### src/rtl/pulse_meter_pkg.sv
// Shared types and helpers for the IR pulse width meter.
// The record layout depends on the duration width, so it is declared
// inside pulse_width_meter as a packed struct.
package pulse_meter_pkg;

    typedef enum logic {
        IDLE    = 1'b0,
        MEASURE = 1'b1
    } meter_state_t;

    // Clock cycles that make up one reporting unit.
    function automatic int unsigned counts_per_unit(input int unsigned clk_mhz,
                                                    input int unsigned unit_us);
        return clk_mhz * unit_us;
    endfunction

endpackage

### src/rtl/unit_prescaler.sv
// Divides the clock into unit ticks. A restart marks the current cycle as the
// first cycle of a new unit, so a segment of L cycles collects floor(L/N) ticks.
module unit_prescaler #(
    parameter int unsigned COUNTS_PER_UNIT = 80
) (
    input  logic clock_in,
    input  logic reset_in,
    input  logic enable,
    input  logic restart,
    output logic tick
);
    localparam int CW = (COUNTS_PER_UNIT > 1) ? $clog2(COUNTS_PER_UNIT) : 1;
    localparam logic [CW-1:0] LAST_COUNT    = CW'(COUNTS_PER_UNIT - 1);
    localparam logic [CW-1:0] AFTER_RESTART = (COUNTS_PER_UNIT > 1) ? CW'(1) : '0;

    logic [CW-1:0] count_reg;

    // The restart cycle itself is count 0 of the new unit.
    assign tick = enable && (restart ? (COUNTS_PER_UNIT == 1) : (count_reg == LAST_COUNT));

    // Free-running modulo-N cycle counter, realigned on restart.
    always_ff @(posedge clock_in or posedge reset_in) begin
        if (reset_in) begin
            count_reg <= '0;
        end else if (!enable) begin
            count_reg <= '0;
        end else if (restart) begin
            count_reg <= AFTER_RESTART;
        end else if (count_reg == LAST_COUNT) begin
            count_reg <= '0;
        end else begin
            count_reg <= count_reg + 1'b1;
        end
    end

endmodule

### src/rtl/pulse_width_meter.sv
// IR mark/space duration meter. Each completed segment of the synchronized
// line becomes one {level, duration, overflow, last} record on a valid/ready
// output; an idle-level segment reaching TIMEOUT_UNITS closes the frame.
// Optional glitch filter: define PULSE_METER_GLITCH_FILTER_EN.
module pulse_width_meter
    import pulse_meter_pkg::*;
#(
    parameter int unsigned WIDTH          = 16,
    parameter int unsigned UNIT_COUNTS_US = 10,
    parameter int unsigned CLK_MHZ        = 8,
    parameter logic        IDLE_LEVEL     = 1'b0,
    parameter int unsigned TIMEOUT_UNITS  = 1000
`ifdef PULSE_METER_GLITCH_FILTER_EN
    ,
    parameter int unsigned FILTER_CYCLES  = 4
`endif
) (
    input  logic             clock_in,
    input  logic             reset_in,
    input  logic             enable_in,
    input  logic             signal_in,
    input  logic             ready_in,
    output logic             valid_out,
    output logic             level_out,
    output logic [WIDTH-1:0] duration_out,
    output logic             overflow_out,
    output logic             last_out,
    output logic             overrun_out,
    output logic             busy_out
);
    localparam int unsigned      COUNTS_PER_UNIT = counts_per_unit(CLK_MHZ, UNIT_COUNTS_US);
    localparam logic [WIDTH-1:0] DURATION_MAX    = '1;
    localparam logic [WIDTH-1:0] TIMEOUT_VAL     = WIDTH'(TIMEOUT_UNITS);

    typedef struct packed {
        logic             level;
        logic [WIDTH-1:0] duration;
        logic             overflow;
        logic             last;
    } record_t;

    logic [1:0]       sync_reg;
    logic             line_sync;
    logic             line;
    logic             line_prev_reg;
    logic             edge_det;
    logic             edge_accept;
    logic             emit_edge;
    logic             emit_timeout;
    logic             emit;
    logic             tick;
    meter_state_t     state_reg;
    logic [WIDTH-1:0] count_reg;
    logic             sat_reg;
    record_t          emit_rec;
    record_t          rec_reg;
    logic             valid_reg;
    logic             overrun_reg;

    // Two-flop synchronizer for the asynchronous IR line; keeps running when disabled.
    always_ff @(posedge clock_in or posedge reset_in) begin
        if (reset_in) begin
            sync_reg <= {2{IDLE_LEVEL}};
        end else begin
            sync_reg <= {sync_reg[0], signal_in};
        end
    end

    assign line_sync = sync_reg[1];

`ifdef PULSE_METER_GLITCH_FILTER_EN
    localparam int FW = $clog2(FILTER_CYCLES + 1);

    logic [FW-1:0] stable_cnt_reg;
    logic          filt_reg;

    // Filtered level follows the line only after FILTER_CYCLES consecutive differing samples.
    always_ff @(posedge clock_in or posedge reset_in) begin
        if (reset_in) begin
            filt_reg       <= IDLE_LEVEL;
            stable_cnt_reg <= '0;
        end else if (line_sync == filt_reg) begin
            stable_cnt_reg <= '0;
        end else if (stable_cnt_reg == FW'(FILTER_CYCLES - 1)) begin
            filt_reg       <= line_sync;
            stable_cnt_reg <= '0;
        end else begin
            stable_cnt_reg <= stable_cnt_reg + 1'b1;
        end
    end

    assign line = filt_reg;
`else
    assign line = line_sync;
`endif

    // Previous line level: edge reference and level of the segment just ended.
    always_ff @(posedge clock_in or posedge reset_in) begin
        if (reset_in) begin
            line_prev_reg <= IDLE_LEVEL;
        end else begin
            line_prev_reg <= line;
        end
    end

    assign edge_det     = (line != line_prev_reg);
    // In IDLE only an edge leaving the idle level starts a measurement.
    assign edge_accept  = enable_in && edge_det && ((state_reg == MEASURE) || (line != IDLE_LEVEL));
    assign emit_edge    = enable_in && (state_reg == MEASURE) && edge_det;
    assign emit_timeout = enable_in && (state_reg == MEASURE) && !edge_det &&
                          (line == IDLE_LEVEL) && (count_reg == TIMEOUT_VAL);
    assign emit         = emit_edge || emit_timeout;

    unit_prescaler #(
        .COUNTS_PER_UNIT(COUNTS_PER_UNIT)
    ) u_prescaler (
        .clock_in(clock_in),
        .reset_in(reset_in),
        .enable  (enable_in),
        .restart (edge_accept),
        .tick    (tick)
    );

    // Record built from the segment that just ended, or the frame-end record.
    always_comb begin
        emit_rec = '0;
        if (emit_edge) begin
            emit_rec.level    = line_prev_reg;
            emit_rec.duration = count_reg;
            emit_rec.overflow = sat_reg;
            emit_rec.last     = 1'b0;
        end else begin
            emit_rec.level    = IDLE_LEVEL;
            emit_rec.duration = TIMEOUT_VAL;
            emit_rec.overflow = 1'b0;
            emit_rec.last     = 1'b1;
        end
    end

    // Measurement FSM with the saturating unit counter.
    always_ff @(posedge clock_in or posedge reset_in) begin
        if (reset_in) begin
            state_reg <= IDLE;
            count_reg <= '0;
            sat_reg   <= 1'b0;
        end else if (!enable_in) begin
            state_reg <= IDLE;
            count_reg <= '0;
            sat_reg   <= 1'b0;
        end else begin
            unique case (state_reg)
                IDLE: begin
                    if (edge_accept) begin
                        state_reg <= MEASURE;
                        count_reg <= '0;
                        sat_reg   <= 1'b0;
                    end
                end
                MEASURE: begin
                    if (emit_timeout) begin
                        state_reg <= IDLE;
                        count_reg <= '0;
                        sat_reg   <= 1'b0;
                    end else if (emit_edge) begin
                        count_reg <= '0;
                        sat_reg   <= 1'b0;
                    end else if (tick) begin
                        if (count_reg == DURATION_MAX) begin
                            sat_reg <= 1'b1;
                        end else begin
                            count_reg <= count_reg + 1'b1;
                        end
                    end
                end
                default: state_reg <= IDLE;
            endcase
        end
    end

    // Single-entry output register; a record arriving while one is stalled is dropped.
    always_ff @(posedge clock_in or posedge reset_in) begin
        if (reset_in) begin
            rec_reg     <= '0;
            valid_reg   <= 1'b0;
            overrun_reg <= 1'b0;
        end else if (!enable_in) begin
            valid_reg   <= 1'b0;
            overrun_reg <= 1'b0;
        end else begin
            if (emit && (!valid_reg || ready_in)) begin
                rec_reg   <= emit_rec;
                valid_reg <= 1'b1;
            end else if (ready_in) begin
                valid_reg <= 1'b0;
            end
            if (emit && valid_reg && !ready_in) begin
                overrun_reg <= 1'b1;
            end
        end
    end

    assign valid_out    = valid_reg;
    assign level_out    = rec_reg.level;
    assign duration_out = rec_reg.duration;
    assign overflow_out = rec_reg.overflow;
    assign last_out     = rec_reg.last;
    assign overrun_out  = overrun_reg;
    assign busy_out     = (state_reg == MEASURE);

endmodule

### config.mk
export PLATFORM = sky130hd
export DESIGN_NAME = pulse_width_meter
export DESIGN_NICKNAME = d
export VERILOG_FILES = /design/src/rtl/pulse_meter_pkg.sv /design/src/rtl/unit_prescaler.sv /design/src/rtl/pulse_width_meter.sv
export SDC_FILE = /design/constraint.sdc
export NUM_CORES = 1
export LEC_CHECK = 0
export CORE_UTILIZATION = 55
export CTS_CLUSTER_SIZE = 14
export DETAILED_ROUTE_END_ITERATION = 7
export HOLD_SLACK_MARGIN = 0.08
export PLACE_DENSITY = 0.78
export SETUP_SLACK_MARGIN = 0.2
export SLEW_MARGIN = 40
export SYNTH_ARGS = -nofsm -noshare
export SYNTH_HDL_FRONTEND = slang
export SYNTH_SLANG_ARGS = --single-unit
### constraint.sdc
create_clock -name clock_in -period 2.9 [get_ports clock_in]
set_input_delay 0.435 -clock clock_in [delete_from_list [all_inputs] [get_ports clock_in]]
set_output_delay 0.435 -clock clock_in [all_outputs]
set_load 0.01 [all_outputs]
==> flow_summary.json, run 1 <==
{
  "critPathKind": "reg -> reg",
  "dp.final_hpwl_mm": 3.44,
  "netlist_area_um2": 2350,
  "clk_pin_slew_ps": 90,
  "relSlewSlack_pct": 56.8,
  "finalMaxSlewViolations": 0,
  "synthDistinctLibCells": 48,
  "fillerInstances": 314,
  "crit_path_max_incr_delay_ps": 690,
  "antenna_cells": 0,
  "ys_top_cells_by_area": "dfrtp_1 (52%), a22o_1 (4.5%), nand3_1 (3.2%)",
  "hold-worst-slack_ps": 358,
  "cp.arrival_ps": 2590,
  "clock_skew_ps": 8.58,
  "postCtsSetupBuffers": 0,
  "power_uw": 1320,
  "vias": 1859,
  "ant_nets": 0,
  "firstDrtPassIters": 4,
  "finalNetCount": 265,
  "numPortBuffers": 26,
  "worst-path-buf-inv": 1,
  "layout.cells.non_filler": 308,
  "wl_mm": 4.97,
  "utilization_pct": 68.4,
  "row_count": 23,
  "maxCapViolations": 0,
  "synth.avg_cell_area_um2": 10.4,
  "leakage_uw": 0.00116,
  "ir_worst_vdd_mv": 0.266,
  "viasPerCell": 6.04,
  "cts_tree": "built",
  "syn_inst": 227,
  "clk_latency_ps": 300,
  "track_usage_pct": 24.3,
  "h-tree-depth": 2,
  "cts_root_buffer": "clkbuf_8",
  "ys.flop_type": "dfrtp_1",
  "critPathTopFamily": "compound AO/OA/AOI/OAI gates",
  "final.period_utilization_pct": 81.8,
  "run_status": "finished clean",
  "synth.largest_area_cell": "dfrtp_1",
  "min_period_ps": 2370,
  "cts_buffers": 5,
  "antenna_found_initial": 0,
  "cp-end-kind": "register",
  "dieArea_um2": 4540,
  "seq_area_frac_synth_pct": 52.2,
  "avgRoutedWirePerCell_um": 16.1,
  "worst_ep_required_time_ps": 3110,
  "timing.hold.worst.class": "reg -> reg",
  "grt_max_degree": 20,
  "place_inst": 300,
  "max_freq_ghz": 0.421,
  "rsz0062_at_grt": "false",
  "power.density_nw_per_um2": 476,
  "holdBufCountCts": 0,
  "synth_edf_count": 0,
  "crit_fanout": 16,
  "cts-resized-gates": 0,
  "cp-start-kind": "register",
  "synth-seq-cells": 49,
  "die_h_um": 67.4,
  "syn_to_final_growth_pct": 18.1,
  "die_w_um": 67.4,
  "cts.sinks": 49,
  "setup-tns-final_ps": 0,
  "ys_warn_count": 0,
  "netlist.area_leader.share_pct": 52.2,
  "first_iter_violations": 93,
  "gp_congestion": 0.841,
  "start_util_pct": 57.9,
  "coreArea_um2": 4060,
  "worstMarginPinSlew_ps": 648,
  "setup_viol_count_final": 0,
  "synth-async-reset-ratio_pct": 100,
  "grt_pass1_wl_mm": 8.14,
  "cp_slowest_cell": "a2111o_1",
  "num_io_pins": 27,
  "synth_nets": 235,
  "grt_overflow": 0,
  "cts_buffer_depth": 2,
  "first_global_vias": 1724,
  "crit_chain": "inv_1, ha_1, and3b_1, and4_1, a21o_1, a2111o_1, o221ai_1",
  "drc": 0,
  "drive_gt1_share_pct": 9.69,
  "hold_viol": 0
}
## worst paths after layout
kind / startpoint / to / slack [ps] / cells after the start
setup / recovery: count_reg[0]$_DFFE_PP0P_ / count_reg[8]$_DFFE_PP0P_ / 530 / 7
hold / removal: sync_reg[0]$_DFF_PP0_ / sync_reg[1]$_DFF_PP0_ / 360 / 0
setup reg to reg: count_reg[0]$_DFFE_PP0P_ / count_reg[8]$_DFFE_PP0P_ / 530 / 7
hold reg to reg: sync_reg[0]$_DFF_PP0_ / sync_reg[1]$_DFF_PP0_ / 360 / 0
max in group asynchronous: reset_in / count_reg[10]$_DFFE_PP0P_ / 1920 / 3
min in group asynchronous: reset_in / duration_out[9]$_DFFE_PP0P_ / 410 / 2
## where the power goes
part	internal (µW)	switching, µW	total (µW)
sequential	721	22.6	744
clock	171	227	398
combinational	101	80.2	181
## cell usage in the layout, fill, tap and decap left out, types with 2 or more instances in the layout
| cell | n |
|---|---|
| o211ai_1 | 2 |
| nand2_1 | 11 |
| nand3_1 | 15 |
| inv_1 | 15 |
| and2_1 | 3 |
| nand4_1 | 4 |
| or3_1 | 2 |
| and4_1 | 2 |
| a211oi_1 | 3 |
| nand2b_1 | 5 |
| a31oi_2 | 3 |
| clkbuf_1 | 2 |
| and3_1 | 5 |
| o21ai_0 | 6 |
| a31oi_1 | 3 |
| o221ai_1 | 6 |
| clkbuf_8 | 5 |
| ha_1 | 3 |
| o21ai_1 | 4 |
| a22o_1 | 12 |
| nor2b_1 | 4 |
| a2bb2oi_1 | 5 |
| clkdlybuf4s50_1 | 26 |
| nor3_1 | 8 |
| buf_4 | 8 |
| xor2_1 | 3 |
| a21oi_1 | 2 |
| o21a_1 | 4 |
| nor4_1 | 2 |
| xnor2_1 | 2 |
| nor2_1 | 13 |
| dfrtp_1 | 49 |
## stage by stage
step	area (µm²)	worst slack, ps
after floorplan	2350	731
after global placement	2690	467
after detailed placement	2690	405
after CTS	2780	517
after global routing	2780	370
final	2780	527
## metal layers
| layer | track usage, % | wire, µm | vias up |
|---|---|---|---|
| li1 | - | - | 891 |
| met1 | 32.3 | 2430 | 915 |
| met2 | 39.8 | 2300 | 44 |
| met3 | 4.73 | 172 | 9 |
| met4 | 7.98 | 64 | 0 |
| met5 | 0 | 0 | - |
## area by class of cell
type	instances	area [µm²]	area share (%)
flip-flops and latches	49	1230	44.2
multi-input cells	151	1020	36.8
repair buffers	34	320	11.5
clock buffers	7	76.3	2.75
well taps	50	62.6	2.25
inverters	16	60.1	2.16
clock inverters	1	7.51	0.271
## logic make-up (layout without fill, tap and decap cells)
kind of cell / after synthesis / in the layout / synth area share (%)
DFF: 49 / 49 / 52.2
and+or+nand+nor: 82 / 82 / 18.7
AOI/OAI and AO/OA: 61 / 61 / 20.9
adders and majority gates: 3 / 3 / 1.60
xor gates and xnor gates: 5 / 5 / 1.86
buffers and inverters: 27 / 58 / 4.74
## cells in the mapped netlist (all sizes together), types with 6 or more instances
| cell | instances |
|---|---|
| dfrtp | 49 |
| inv | 16 |
| nand3 | 15 |
| nor2 | 13 |
| a22o | 12 |
| nand2 | 12 |
| o21ai | 10 |
| nor3 | 9 |
| clkbuf | 8 |
| o221ai | 7 |
| a31oi | 6 |
Power figures use the tool's default switching activity.
==> run 2, diff against run 1 <==
CORE_UTILIZATION = 50   (was 55)
PLACE_DENSITY = 0.75   (was 0.78)
clock period = 2 ns   (was 2.9 ns; I/O delays follow)
==> run 2 against run 1 <==
  * Largest power group unchanged
  * Die area grew 9.7%
  * Global-route usage grew 2.6 points
  * Clock power grew 88%
  * Highest routed layer unchanged
  * Combinational power grew 83%
  * The flow now finishes with violations (setup timing)
  * Via count grew 15%
  * Fmax grew 13%
  * Sequential cell count is the same
==> flow_summary.json, run 2 (synthesis gave the netlist of run 1 again) <==
{
  "dieArea_um2": 4980,
  "wl_mm": 6.35,
  "cp.arrival_ps": 2320,
  "antenna_cells": 0,
  "r2r_end": "count_reg[12]$_DFFE_PP0P_",
  "clk_latency_ps": 310,
  "grt_max_degree": 29,
  "finalNetCount": 306,
  "critPathKind": "reg -> reg",
  "cp-start-kind": "register",
  "row_count": 24,
  "numPortBuffers": 26,
  "ir_worst_vdd_mv": 0.444,
  "cp-end-kind": "register",
  "hold-worst-slack_ps": 341,
  "final.period_utilization_pct": 105,
  "gp_congestion": 0.905,
  "viasPerCell": 6.09,
  "rr_worst_depth": 6,
  "grt_overflow": 0,
  "crit_fanout": 7,
  "power_uw": 2160,
  "timing.hold.worst.class": "in -> async",
  "die_h_um": 70.6,
  "fin_ws_ps": -93.1,
  "syn_to_final_growth_pct": 42.0,
  "dp.final_hpwl_mm": 3.67,
  "holdBufCountCts": 0,
  "cts.sinks": 49,
  "start_util_pct": 52.9,
  "violations": "setup timing",
  "grt_pass1_wl_mm": 10.3,
  "antenna_found_initial": 0,
  "rsz0062_at_grt": "true",
  "setup_viol_count_final": 27,
  "vias": 2137,
  "max_freq_ghz": 0.478,
  "die_w_um": 70.6,
  "reg2reg_from": "count_reg[11]$_DFFE_PP0P_",
  "coreArea_um2": 4440,
  "track_usage_pct": 26.9,
  "cts_root_buffer": "clkbuf_8",
  "startpoint": "count_reg[11]$_DFFE_PP0P_",
  "hold_viol": 0,
  "seq_area_um2": 1230,
  "multi_input_area_um2": 1210,
  "layout_common_cells": "dfrtp_1 (49), buf_4 (41), clkdlybuf4s50_1 (26)",
  "worstMarginPinSlew_ps": 742,
  "h-tree-depth": 2,
  "drc": 0,
  "avgRoutedWirePerCell_um": 18.1,
  "drive_gt1_share_pct": 33.1,
  "final_common_cell": "dfrtp_1",
  "cts_buffer_depth": 2,
  "finalMaxSlewViolations": 0,
  "fillerInstances": 300,
  "worst_ep_required_time_ps": 2230,
  "power.density_nw_per_um2": 648,
  "first_global_vias": 2122,
  "clk_pin_slew_ps": 90,
  "cts_tree": "built",
  "clock_skew_ps": 7.27,
  "run_status": "finished, violations left",
  "min_period_ps": 2090,
  "leakage_uw": 0.00144,
  "reg2reg_setup_slack_ps": -90,
  "maxCapViolations": 0,
  "first_iter_violations": 179,
  "ant_nets": 0,
  "cts_buffers": 5,
  "firstDrtPassIters": 4,
  "num_io_pins": 27,
  "relSlewSlack_pct": 50.4
}
[run 2: cell count changes in the layout (fill, tap and decap cells not counted), moves of 3 or more]
cell,before,now
a2bb2oi_1,5,0
o221ai_1,6,0
a2bb2oi_2,0,5
o21ai_1,4,1
buf_6,0,6
o21ai_2,0,4
buf_4,8,41
o221ai_2,1,7
[run 2: area by class of cell]
cell class	instances	share of cell area (%)
clock buffers	7	2.59
well taps	52	1.95
multi-input cells	152	36.4
repair buffers	74	19.6
inverters	16	1.80
clock inverters	1	0.900
flip-flops and latches	49	36.7
[run 2: report_power, final]
| group | total (µW) | switching [µW] | internal, µW |
|---|---|---|---|
| registers | 1080 | 38.3 | 1050 |
| logic | 331 | 142 | 189 |
| clock network | 748 | 340 | 408 |
| total | 2160 | 520 | 1640 |
[run 2: how the worst max path moves through the flow]
stage               slack [ps]                     endpoint
finish                     -90    count_reg[12]$_DFFE_PP0P_
global route              -130  duration_out[1]$_DFFE_PP0P_
CTS                         -2     count_reg[9]$_DFFE_PP0P_
detailed placement         -50    count_reg[15]$_DFFE_PP0P_
global placement           -10    count_reg[10]$_DFFE_PP0P_
floorplan                  -90     count_reg[9]$_DFFE_PP0P_
[run 2: worst max-delay path, stage by stage (launching register included)]
cell,delay (ps)
dfrtp_1,430
nand2_2,70
or3_4,380
o311a_4,400
a2111o_1,380
buf_6,180
a31oi_2,170
[run 2: timing repair]
| action | CTS | global route |
|---|---|---|
| buffers inserted | 13 | 5 |
| cloned | 3 | 0 |
| setup endpoints to repair | 34 | 37 |
| pin swaps | 13 | 7 |
| gates resized for setup | 28 | 15 |
[run 2: metal layers]
layer | routed length [µm] | part of all wire, % | GRT usage (%) | vias up
met5 | 0 | 0 | 0 | -
met4 | 140 | 2.2 | 9.11 | 0
met3 | 427 | 6.7 | 5.27 | 12
met2 | 3200 | 50 | 44.7 | 88
met1 | 2590 | 41 | 35.9 | 1049
li1 | - | - | - | 988
[run 2: through the flow]
| step | worst slack (ps) | instances | cell area [µm²] | TNS [ps] | utilization (%) |
|---|---|---|---|---|---|
| after global placement | -10.4 | 322 | 2870 | -32.6 | 64.5 |
| final | -93.1 | 351 | 3340 | -1470 | 75.1 |
| after floorplan | -85.1 | 227 | 2380 | -651 | - |
| after detailed placement | -46.9 | 322 | 2870 | -351 | 64.5 |
| after global routing | -128 | 351 | 3340 | -2310 | 75.1 |
| after CTS | -1.94 | 346 | 3230 | -4.41 | 72.7 |
